==> config.mk <==
export PLATFORM = sky130hd
export DESIGN_NAME = swap_ctrl_rf
export DESIGN_NICKNAME = d
export VERILOG_FILES = /design/src/rtl/swap_pkg.sv /design/src/rtl/swap_regfile.sv /design/src/rtl/swap_ctrl_rf.sv
export SDC_FILE = /design/constraint.sdc
export NUM_CORES = 1
export LEC_CHECK = 0
export CORE_MARGIN = 1
export CORE_UTILIZATION = 27
export DETAILED_ROUTE_END_ITERATION = 16
export PLACE_DENSITY = 0.52
export REMOVE_ABC_BUFFERS = 1
export SYNTH_ARGS = -nofsm -noshare
export SYNTH_HDL_FRONTEND = slang
export SYNTH_HIERARCHICAL = 1
export SYNTH_SLANG_ARGS = --single-unit
==> constraint.sdc <==
create_clock -name clk -period 9.15 [get_ports clk]
set_input_delay 1.83 -clock clk [delete_from_list [all_inputs] [get_ports clk]]
set_output_delay 1.83 -clock clk [all_outputs]
set_load 0.005 [all_outputs]
==> src/rtl/swap_pkg.sv <==
// Shared encodings for the register-file swap controller.
package swap_pkg;

    localparam logic [1:0] S_IDLE  = 2'd0;
    localparam logic [1:0] S_LOAD  = 2'd1;
    localparam logic [1:0] S_MOVE  = 2'd2;
    localparam logic [1:0] S_STORE = 2'd3;

    localparam logic MODE_SWAP = 1'b0;
    localparam logic MODE_COPY = 1'b1;

endpackage

==> src/rtl/swap_regfile.sv <==
// Async-clear register array: one write port, two combinational read ports.
// Out-of-range read addresses return zero; callers keep write addresses in range.
module swap_regfile #(
    parameter int unsigned WIDTH = 8,
    parameter int unsigned DEPTH = 8,
    localparam int unsigned AW = $clog2(DEPTH)
) (
    input  logic             clk_i,
    input  logic             rst_ni,
    input  logic             we_i,
    input  logic [AW-1:0]    waddr_i,
    input  logic [WIDTH-1:0] wdata_i,
    input  logic [AW-1:0]    raddr0_i,
    output logic [WIDTH-1:0] rdata0_o,
    input  logic [AW-1:0]    raddr1_i,
    output logic [WIDTH-1:0] rdata1_o
);

    logic [WIDTH-1:0] mem_q [DEPTH];

    always_ff @(posedge clk_i or negedge rst_ni) begin
        if (!rst_ni) begin
            for (int i = 0; i < DEPTH; i++) begin
                mem_q[i] <= '0;
            end
        end else if (we_i) begin
            mem_q[waddr_i] <= wdata_i;
        end
    end

    assign rdata0_o = (32'(raddr0_i) < DEPTH) ? mem_q[raddr0_i] : '0;
    assign rdata1_o = (32'(raddr1_i) < DEPTH) ? mem_q[raddr1_i] : '0;

endmodule

==> src/rtl/swap_ctrl_rf.sv <==
// Register-file swapper: swaps or copies two entries through a temp register
// using an IDLE/LOAD/MOVE/STORE sequence, with a host write/read port.
module swap_ctrl_rf
    import swap_pkg::*;
#(
    parameter int unsigned WIDTH = 8,
    parameter int unsigned DEPTH = 8,
    localparam int unsigned AW = $clog2(DEPTH)
) (
    input  logic             clk,
    input  logic             reset_n,
    input  logic             start,
    input  logic             mode,
    input  logic [AW-1:0]    addr_a,
    input  logic [AW-1:0]    addr_b,
    output logic             busy,
    output logic             done,
    output logic             cmd_err,
    input  logic             wr_en,
    input  logic [AW-1:0]    wr_addr,
    input  logic [WIDTH-1:0] wr_data,
    output logic             wr_rej,
    input  logic [AW-1:0]    rd_addr,
    output logic [WIDTH-1:0] rd_data
);

    logic [1:0]       state_q, state_d;
    logic             mode_q, mode_d;
    logic [AW-1:0]    a_q, a_d;
    logic [AW-1:0]    b_q, b_d;
    logic [WIDTH-1:0] temp_q, temp_d;
    logic             done_q, done_d;
    logic             cmd_err_q, cmd_err_d;
    logic             wr_rej_q, wr_rej_d;

    logic             idle;
    logic             a_ok, b_ok, wr_ok;
    logic             rf_we;
    logic [AW-1:0]    rf_waddr;
    logic [WIDTH-1:0] rf_wdata;
    logic [AW-1:0]    int_raddr;
    logic [WIDTH-1:0] int_rdata;

    assign idle  = (state_q == S_IDLE);
    assign a_ok  = 32'(addr_a) < DEPTH;
    assign b_ok  = 32'(addr_b) < DEPTH;
    assign wr_ok = 32'(wr_addr) < DEPTH;

    // LOAD fetches the source entry; MOVE fetches the destination entry.
    assign int_raddr = (state_q == S_LOAD) ? a_q : b_q;

    always_comb begin
        state_d   = state_q;
        mode_d    = mode_q;
        a_d       = a_q;
        b_d       = b_q;
        temp_d    = temp_q;
        done_d    = 1'b0;
        cmd_err_d = 1'b0;
        case (state_q)
            S_IDLE: begin
                if (start) begin
                    if (a_ok && b_ok) begin
                        mode_d  = mode;
                        a_d     = addr_a;
                        b_d     = addr_b;
                        state_d = S_LOAD;
                    end else begin
                        cmd_err_d = 1'b1;
                    end
                end
            end
            S_LOAD: begin
                temp_d  = int_rdata;
                state_d = (mode_q == MODE_COPY) ? S_STORE : S_MOVE;
            end
            S_MOVE: state_d = S_STORE;
            S_STORE: begin
                state_d = S_IDLE;
                done_d  = 1'b1;
            end
            default: state_d = S_IDLE;
        endcase
    end

    // Host writes only reach the array in IDLE, so the FSM never contends for the port.
    always_comb begin
        rf_we    = 1'b0;
        rf_waddr = wr_addr;
        rf_wdata = wr_data;
        case (state_q)
            S_IDLE: rf_we = wr_en && wr_ok;
            S_MOVE: begin
                rf_we    = 1'b1;
                rf_waddr = a_q;
                rf_wdata = int_rdata;
            end
            S_STORE: begin
                rf_we    = 1'b1;
                rf_waddr = b_q;
                rf_wdata = temp_q;
            end
            default: rf_we = 1'b0;
        endcase
    end

    assign wr_rej_d = wr_en && (!idle || !wr_ok);

    always_ff @(posedge clk or negedge reset_n) begin
        if (!reset_n) begin
            state_q   <= S_IDLE;
            mode_q    <= MODE_SWAP;
            a_q       <= '0;
            b_q       <= '0;
            temp_q    <= '0;
            done_q    <= 1'b0;
            cmd_err_q <= 1'b0;
            wr_rej_q  <= 1'b0;
        end else begin
            state_q   <= state_d;
            mode_q    <= mode_d;
            a_q       <= a_d;
            b_q       <= b_d;
            temp_q    <= temp_d;
            done_q    <= done_d;
            cmd_err_q <= cmd_err_d;
            wr_rej_q  <= wr_rej_d;
        end
    end

    swap_regfile #(
        .WIDTH(WIDTH),
        .DEPTH(DEPTH)
    ) u_regfile (
        .clk_i   (clk),
        .rst_ni  (reset_n),
        .we_i    (rf_we),
        .waddr_i (rf_waddr),
        .wdata_i (rf_wdata),
        .raddr0_i(rd_addr),
        .rdata0_o(rd_data),
        .raddr1_i(int_raddr),
        .rdata1_o(int_rdata)
    );

    assign busy    = !idle;
    assign done    = done_q;
    assign cmd_err = cmd_err_q;
    assign wr_rej  = wr_rej_q;

endmodule

==> metrics.csv, run 1 <==
metric;value;unit
initial antenna violation count;0;
Worst R2R Path Depth;6;
Final Non-Filler Cells;534;
largest fanout on the critical path;16;
critical path cell sequence;clkdlybuf4s50_1 > mux4_1 > mux2_2 > clkdlybuf4s50_1;
vias per cell;4.89;
placed instance area;5090;um^2
status;finished clean;
Placed Instances;519;
vias;2613;
CTS tree;done;
CTS max path bufs;2;
area grow syn2layout;17.3;%
Synth Instances;285;
RSZ-0062 raised after global routing;false;
Setup Skew;0.00487;ns
largest cells by area after synthesis;dfrtp_1, mux2_2, mux4_1, a22o_1, a21o_1;
worst rel slew slack;0.283;
Pleak;2.38;nW
crit path capture type;primary output;
htree depth;3;
worst slack at placement;2.86;ns
starting density of the core;0.276;
IO Count;37;
grt total ovfl;0;
Row Count;47;
wire per inst;19.6;um
# DRC;0;
die height;132;um
Slew @ Worst Pin;1.07;ns
fmax;0.160;GHz
worst path bufs/invs;2;
Tmin final;6.27;ns
clk slew on worst S/H paths;0.06;ns
reg2reg start;state_q[0];
hold crit path type;flop to flop;
number of global-route vias before repair;2763;
Final Cell Area;5370;um^2
final setup fails;0;
DRT Pass-1 Iters;4;
post-CTS sizing;0;
Yosys reg bits;83;
maxcap violations;0;
WP data required;7.32;ns
hold-critical path depth;1;
root buf cell;clkbuf_16;
fin crit share;0.685;
Post-DP HPWL;6.44;mm
Port Buffers;35;
critical path arrival;4.44;ns
TNS Setup;0;ns
final max-slew violation count;0;
Ant. Diodes;0;
fin worst setup slack;2.88;ns
Power per Cell Area;373;nW/um^2
hold violation total from the final report;0;
Antenna Nets Post-Route;0;
worst vdd ir;0.000113;V
post-synth cell types;28;
global-route usage over all layers;0.131;
Ys Warns;6;
clk_lat worst skew;0.34;ns
Synth Cell Area;4580;um^2
Final Wtd Congestion;0.696;
Crit path depth;4;
critical path startpoint category;input port;
Synth area leader;dfrtp_1;
R2R setup slack;5.41;ns
sequential cell area fraction in the yosys report;0.454;
total setup buffers inserted after CTS;0;
Hold Path Sink;temp_q[6];
nets;340;
Iteration-0 DRC Markers;150;
share of cells above drive strength 1;0.398;
Die Wd;132;um
CORE AREA;16600;um^2
die footprint;17500;um^2
CP most frequent cell;clkdlybuf4s50_1;
Avg Inst Size Synth;16.1;um^2
FF-to-FF End;u_regfile/mem_q[43];
critical path's top delay family;buffers and inverters;
Yosys top cell area share;0.454;
Largest stage delay, worst path;1.18;ns
first-pass GRT wire length;16.8;mm
CTS sink count;83;
Detailed Route WL;10.5;mm
Setup CP Type;input port to primary output;
largest net degree at the start of global routing;84;
critical path's slowest cell;clkdlybuf4s50_1;
HP Start;temp_q[6];
cts bufs inserted;9;
Hold-fix buffers, CTS;0;
[layer usage]
metal	wire length, um	up-vias	GRT usage
li1	-	1178	-
met1	5150	1384	0.180
met2	4880	40	0.203
met3	301	11	0.0242
met4	151	0	0.0498
met5	0	-	0
[where the power goes]
part	switching (mW)	total, mW	internal, mW	leakage, nW
Sequential	0.104	0.640	0.536	1.04
Clock	0.146	0.342	0.197	0.137
Combinational	0.448	1.02	0.572	1.20
Total	0.698	2.00	1.30	2.38
[flip-flops by register name, summed over array words and instances (netlist names)]
register and cells:
wr_rej 1, state_q 2, a_q 3, u_regfile/mem_q 64, temp_q 8, mode_q 1, done 1, b_q 3
[stage by stage]
step	power, mW	utilization	hold WS [ns]
final	2.00	0.324	0.510
after global routing	2.14	0.324	0.532
after CTS	2.03	0.324	0.516
after detailed placement	1.67	0.307	0.502
after global placement	1.65	0.307	0.491
after floorplan	1.35	-	0.480
[logic make-up after synthesis]
group / count (synthesis) / share of synthesized area
AO/OA/AOI/OAI: 24 / 0.0415
adder cells (fa/ha/maj): 5 / 0.0137
buffers and inverters: 25 / 0.0355
flip-flops: 83 / 0.454
multiplexers: 131 / 0.425
other: 1 / 0.000819
AND/OR/NAND/NOR: 16 / 0.0303
[cell usage after synthesis]
master / n
buf_1: 2
buf_4: 2
nand2_1: 1
mux4_2: 3
and2b_2: 1
buf_2: 11
inv_1: 3
nand4b_1: 3
a21oi_1: 1
a22o_1: 11
nor4b_4: 1
nor4bb_1: 3
clkbuf_1: 3
nand4_1: 1
nand3_1: 1
nor2_1: 1
conb_1: 1
a21o_1: 11
buf_12: 2
a31oi_1: 1
mux2_2: 99
ha_1: 5
mux4_1: 29
dfrtp_1: 83
nand2b_1: 2
nand2_4: 1
buf_6: 2
nor3b_1: 1
[worst max path at each step]
stage | startpoint | end
2_1_floorplan | rd_addr[0] | rd_data[0]
3_3_place_gp | rd_addr[0] | rd_data[4]
3_5_place_dp | rd_addr[0] | rd_data[4]
4_1_cts | rd_addr[0] | rd_data[4]
5_1_grt | rd_addr[0] | rd_data[4]
6_report | rd_addr[0] | rd_data[5]
[layout make-up]
cell class	count	area, um^2
well taps	220	275
multi-input cells	177	2380
inverters	3	11.3
clock inverters	4	26.3
repair buffers	36	355
fillers	1623	11200
clock buffers	11	253
flip-flops and latches	83	2080
[placed cells by master, fill, tap and decap left out]
master / n
ha_1: 5
clkinv_2: 2
nand2_4: 1
a22o_1: 11
nor2_1: 1
a21o_1: 11
nand2b_1: 2
nor4b_4: 1
nand4_1: 1
nand3_1: 1
buf_4: 2
nor4bb_2: 1
nor3b_1: 1
nor4bb_4: 2
inv_1: 3
and2b_2: 1
mux4_2: 3
clkbuf_8: 2
conb_1: 1
a31oi_1: 1
mux4_1: 29
mux2_2: 99
clkinvlp_4: 1
nand2_1: 1
clkbuf_16: 9
dfrtp_1: 83
clkdlybuf4s50_1: 34
clkinv_4: 1
nand4b_1: 3
a21oi_1: 1
(Power assumes the default switching activity.)
==> inputs of run 2 (changes only) <==
==> constraint.sdc (replaced) <==
create_clock -name clk -period 6.5 [get_ports clk]
set_input_delay 1.3 -clock clk [delete_from_list [all_inputs] [get_ports clk]]
set_output_delay 1.3 -clock clk [all_outputs]
set_load 0.005 [all_outputs]
==> run 2 against run 1 <==
- critical path type unchanged
- wire length rose by 0.31%
- global-route usage fell by 0.18 points
- cell area rose by 0.42%
- highest routed layer unchanged
- worst setup slack got worse by 1.2 ns
- sequential share of layout area fell by 0.16 points
- final cell count rose by 0.19%
==> metrics.csv, run 2 (synthesis gave the netlist of run 1 again) <==
metric;value;unit;change
status;finished clean;;
Power per Cell Area;526;nW/um^2;+41%
Hold Path Sink;temp_q[3];;
first-pass GRT wire length;16.4;mm;-2.5%
Placed Instances;520;;+0.19%
HP Start;temp_q[3];;
GR peak layer;met2;;
met3 Use GR;0.0235;;-0.000769
RSZ-0062 raised after global routing;false;;
hold-critical path depth;1;;unchanged
Final Non-Filler Cells;535;;+0.19%
Switching Fraction;0.342;;-0.00585
Post-DP HPWL;6.51;mm;+1.0%
Detailed Route WL;10.5;mm;+0.31%
htree depth;3;;unchanged
crit path capture type;primary output;;
fin worst setup slack;1.66;ns;-1.22 ns
Slew @ Worst Pin;1.07;ns;-0.00268 ns
Tot Pwr;2.84;mW;+42%
clk slew on worst S/H paths;0.06;ns;about the same
Port Buffers;35;;unchanged
Row Count;47;;unchanged
cell internal pwr;1.87;mW;+43%
critical path startpoint category;input port;;
global-route usage over all layers;0.129;;-0.00182
CORE AREA;16600;um^2;unchanged
most frequent cells in the layout;mux2_2, dfrtp_1, clkdlybuf4s50_1;;
Reg power frac;0.318;;-0.002
worst rel slew slack;0.287;;+0.00403
commonest non-fill, non-tap cell in the layout;mux2_2;;
die footprint;17500;um^2;unchanged
share of cells above drive strength 1;0.397;;-0.00126
CTS sink count;83;;unchanged
hold crit path type;flop to flop;;
Util after Layout;0.325;;+0.00136
worst slack at placement;1.68;ns;-1.18 ns
fin crit share;0.744;;
met1 usage;0.171;;-0.00871
worst vdd ir;0.000152;V;+35%
# DRC;0;;unchanged
wire per inst;19.7;um;+0.12%
clk_lat worst skew;0.34;ns;about the same
fmax;0.207;GHz;
Logic pwr share;0.504;;-0.005
total setup buffers inserted after CTS;0;;unchanged
maxcap violations;0;;unchanged
TNS Setup;0;ns;unchanged
critical path arrival;3.54;ns;-0.90 ns
WP data required;5.20;ns;-2.12 ns
Tmin final;4.84;ns;
Ant. Diodes;0;;unchanged
largest fanout on the critical path;16;;unchanged
Setup Skew;0.00599;ns;+0.00113 ns
IO Count;37;;unchanged
cts bufs inserted;9;;unchanged
grt total ovfl;0;;unchanged
number of global-route vias before repair;2759;;-0.14%
root buf cell;clkbuf_16;;
switching power;0.972;mW;+39%
area grow syn2layout;17.8;%;
Die Wd;132;um;unchanged
FF-to-FF End;u_regfile/mem_q[2];;
DRT Pass-1 Iters;4;;unchanged
placed instance area;5100;um^2;+0.15%
Setup CP Type;input port to primary output;;
hold slack;0.509;ns;-0.000876 ns
largest registers;u_regfile/mem_q: 64 flops, temp_q: 8 flops;;
Worst R2R Path Depth;6;;unchanged
Iteration-0 DRC Markers;139;;-7.3%
hold violation total from the final report;0;;unchanged
largest net degree at the start of global routing;84;;unchanged
Final Wtd Congestion;0.701;;+0.73%
Antenna Nets Post-Route;0;;unchanged
starting density of the core;0.276;;unchanged
CTS max path bufs;2;;unchanged
initial antenna violation count;0;;unchanged
Pleak;2.39;nW;+0.38%
vias per cell;4.87;;-0.49%
R2R setup slack;2.80;ns;-2.61 ns
Hold-fix buffers, CTS;0;;unchanged
Largest Register;u_regfile/mem_q;;
GR Layer Usage met2;0.206;;+0.00265
vias;2605;;-0.31%
max reg flops;64;;unchanged
die height;132;um;unchanged
Clk pwr share;0.178;;+0.007
Final Cell Area;5400;um^2;+0.42%
final setup fails;0;;unchanged
nets;341;;+0.29%
post-CTS sizing;0;;unchanged
reg2reg start;state_q[0];;
final max-slew violation count;0;;unchanged
CTS tree;done;;
[run 2: changes by cell type in the layout (fill, tap and decap cells not counted), sizes merged]
cell	previous run	this run
bufinv	0	1
clkinv	3	2
buf	2	3
[run 2: power by group through the flow]
stage	combinational, mW	sequential, mW	clock (mW)
6_report	1.43	0.903	0.506
5_1_grt	1.55	0.938	0.538
4_1_cts	1.46	0.901	0.521
3_5_place_dp	1.45	0.910	0
3_3_place_gp	1.43	0.899	0
2_1_floorplan	1.05	0.858	0
[run 2: per-layer routing]
layer  vias to the layer above  share of wire
li1                       1177              -
met1                      1373           0.47
met2                        43           0.48
met3                        12          0.029
met4                         0          0.019
met5                         -              0
[run 2: worst max-delay path by stage]
stage	startpoint	to	slack, ns	depth (start not counted)
2_1_floorplan	rd_addr[0]	rd_data[0]	3.12	2
3_3_place_gp	rd_addr[2]	rd_data[4]	1.68	4
3_5_place_dp	rd_addr[2]	rd_data[5]	1.68	4
4_1_cts	rd_addr[2]	rd_data[5]	1.67	4
5_1_grt	rd_addr[2]	rd_data[4]	1.58	4
6_report	rd_addr[2]	rd_data[5]	1.66	4
[run 2: critical path: stages]
cell             delay, ns
clkdlybuf4s50_1       1.06
mux4_1                0.41
mux2_2                0.29
clkdlybuf4s50_1       0.47
[run 2: final cells by class]
| type | instances | area [um^2] |
|---|---|---|
| fill | 1613 | 11200 |
| timing repair buffer | 37 | 363 |
| tap | 220 | 275 |
| clock buffer | 11 | 243 |
| multi-input combinational | 177 | 2380 |
| inverter | 3 | 11.3 |
| clock inverter | 4 | 51.3 |
| sequential | 83 | 2080 |
==> inputs of run 3 (changes only) <==
--- a/config.mk
+++ b/config.mk
@@ -8,7 +8,7 @@
 export CORE_MARGIN = 1
 export CORE_UTILIZATION = 27
 export DETAILED_ROUTE_END_ITERATION = 16
-export PLACE_DENSITY = 0.52
+export PLACE_DENSITY = 0.54
 export REMOVE_ABC_BUFFERS = 1
 export SYNTH_ARGS = -nofsm -noshare
 export SYNTH_HDL_FRONTEND = slang
==> constraint.sdc (replaced) <==
create_clock -name clk -period 4 [get_ports clk]
set_input_delay 0.8 -clock clk [delete_from_list [all_inputs] [get_ports clk]]
set_output_delay 0.8 -clock clk [all_outputs]
set_load 0.005 [all_outputs]
==> run 3 against run 2 <==
- core utilization rose by 0.81 points
- cell area rose by 2.5%
- critical path depth rose by 1
- clock power rose by 91%
- final cell count rose by 2.2%
- sequential share of layout area fell by 0.93 points
- critical endpoint unchanged
==> metrics.csv, run 3 (synthesis gave the netlist of run 1 again) <==
metric;value;unit;change
status;finished clean;;
Ant. Diodes;0;;unchanged
Final Wtd Congestion;0.699;;-0.40%
hold-critical path depth;1;;unchanged
most frequent cells in the layout;mux2_2, dfrtp_1, clkdlybuf4s50_1;;
# DRC;0;;unchanged
wire per inst;19.8;um;+0.68%
# fillers;1609;;-0.25%
Tot Pwr;4.80;mW;+69%
CORE AREA;16600;um^2;unchanged
area grow syn2layout;20.8;%;
Hold-fix buffers, CTS;0;;unchanged
worst rel slew slack;0.290;;+0.00252
Port Buffers;35;;unchanged
CTS tree;done;;
fmax;0.277;GHz;
share of cells above drive strength 1;0.422;;+0.0252
critical path startpoint category;input port;;
Post-DP HPWL;6.71;mm;+3.2%
Worst Setup EP;rd_data[5];;
Detailed Route WL;10.8;mm;+2.9%
total setup buffers inserted after CTS;0;;unchanged
CTS max path bufs;2;;unchanged
Worst R2R Path Depth;8;;+2
WP data required;3.20;ns;-2.00 ns
die height;132;um;unchanged
cts bufs inserted;9;;unchanged
multi-input logic area;2360;um^2;-0.74%
commonest non-fill, non-tap cell in the layout;mux2_2;;
Die Wd;132;um;unchanged
Tmin final;3.61;ns;
max reg flops;64;;unchanged
Antenna Nets Post-Route;0;;unchanged
Pleak;2.46;nW;+3.0%
grt total ovfl;0;;unchanged
crit path capture type;primary output;;
Setup Skew;0.00395;ns;-0.00204 ns
post-CTS sizing;0;;unchanged
starting density of the core;0.276;;unchanged
maxcap violations;0;;unchanged
final setup fails;0;;unchanged
critical path arrival;2.81;ns;-0.73 ns
die footprint;17500;um^2;unchanged
CTS sink count;83;;unchanged
clk_lat worst skew;0.34;ns;about the same
largest registers;u_regfile/mem_q: 64 flops, temp_q: 8 flops;;
DRT Pass-1 Iters;4;;unchanged
worst vdd ir;0.000340;V;+120%
Largest Register;u_regfile/mem_q;;
largest net degree at the start of global routing;84;;unchanged
vias per cell;4.88;;+0.13%
TNS Setup;0;ns;unchanged
Row Count;47;;unchanged
htree depth;3;;unchanged
CP startpoint;rd_addr[0];;
placed instance area;5180;um^2;+1.5%
Power per Cell Area;868;nW/um^2;+65%
RSZ-0062 raised after global routing;false;;
Setup CP Type;input port to primary output;;
FF-to-FF End;u_regfile/mem_q[40];;
worst slack at placement;0.379;ns;-1.30 ns
final max-slew violation count;0;;unchanged
Iteration-0 DRC Markers;131;;-5.8%
reg2reg start;state_q[1];;
fin crit share;0.902;;
R2R setup slack;0.84;ns;-1.96 ns
nets;352;;+3.2%
largest fanout on the critical path;16;;unchanged
vias;2667;;+2.4%
number of global-route vias before repair;2841;;+3.0%
hold violation total from the final report;0;;unchanged
global-route usage over all layers;0.132;;+0.00360
hold crit path type;flop to flop;;
Util after Layout;0.333;;+0.00807
FF/Latch Area;2080;um^2;unchanged
IO Count;37;;unchanged
Slew @ Worst Pin;1.07;ns;-0.00378 ns
root buf cell;clkbuf_16;;
initial antenna violation count;0;;unchanged
Final Cell Area;5530;um^2;+2.5%
clk slew on worst S/H paths;0.06;ns;about the same
first-pass GRT wire length;16.9;mm;+3.3%
fin worst setup slack;0.391;ns;-1.27 ns
run 3: through the flow:
step | std cells | hold slack, ns
global placement | 531 | 0.491
finish | 547 | 0.512
detailed placement | 531 | 0.497
floorplan | 263 | 0.480
CTS | 547 | 0.512
global route | 547 | 0.539
run 3: layout make-up:
type                       count  share of cell area
inverter                       3             0.00204
tap                          220              0.0498
clock buffer                  10              0.0432
clock inverter                 6              0.0201
multi-input combinational    177               0.426
sequential                    83               0.376
timing repair buffer          48              0.0828
run 3: report_power, final:
part | leakage (nW) | switching [mW] | internal, mW | total [mW]
sequential | 1.04 | 0.238 | 1.23 | 1.47
clock | 0.169 | 0.340 | 0.628 | 0.968
combinational | 1.25 | 1.04 | 1.33 | 2.37
run 3: how the worst min path moves through the flow:
stage                     slack, ns       from         to
after CTS                      0.51  temp_q[7]  temp_q[7]
after global routing           0.54     mode_q     mode_q
after floorplan                0.48     mode_q     mode_q
after detailed placement       0.50  temp_q[7]  temp_q[7]
after global placement         0.49  temp_q[0]  temp_q[0]
final                          0.51  temp_q[2]  temp_q[2]
run 3: per-layer routing:
layer,GRT usage,routed length (um),vias to the layer above
met2,0.212,5120,58
met3,0.0238,306,11
li1,-,-,1199
met1,0.178,5230,1399
met4,0.0517,174,0
met5,0,0,-
run 3: critical path, stage by stage:
cell and delay [ns]:
clkdlybuf4s50_1 0.51, buf_12 0.19, mux4_1 0.57, mux2_2 0.28, clkdlybuf4s50_1 0.46
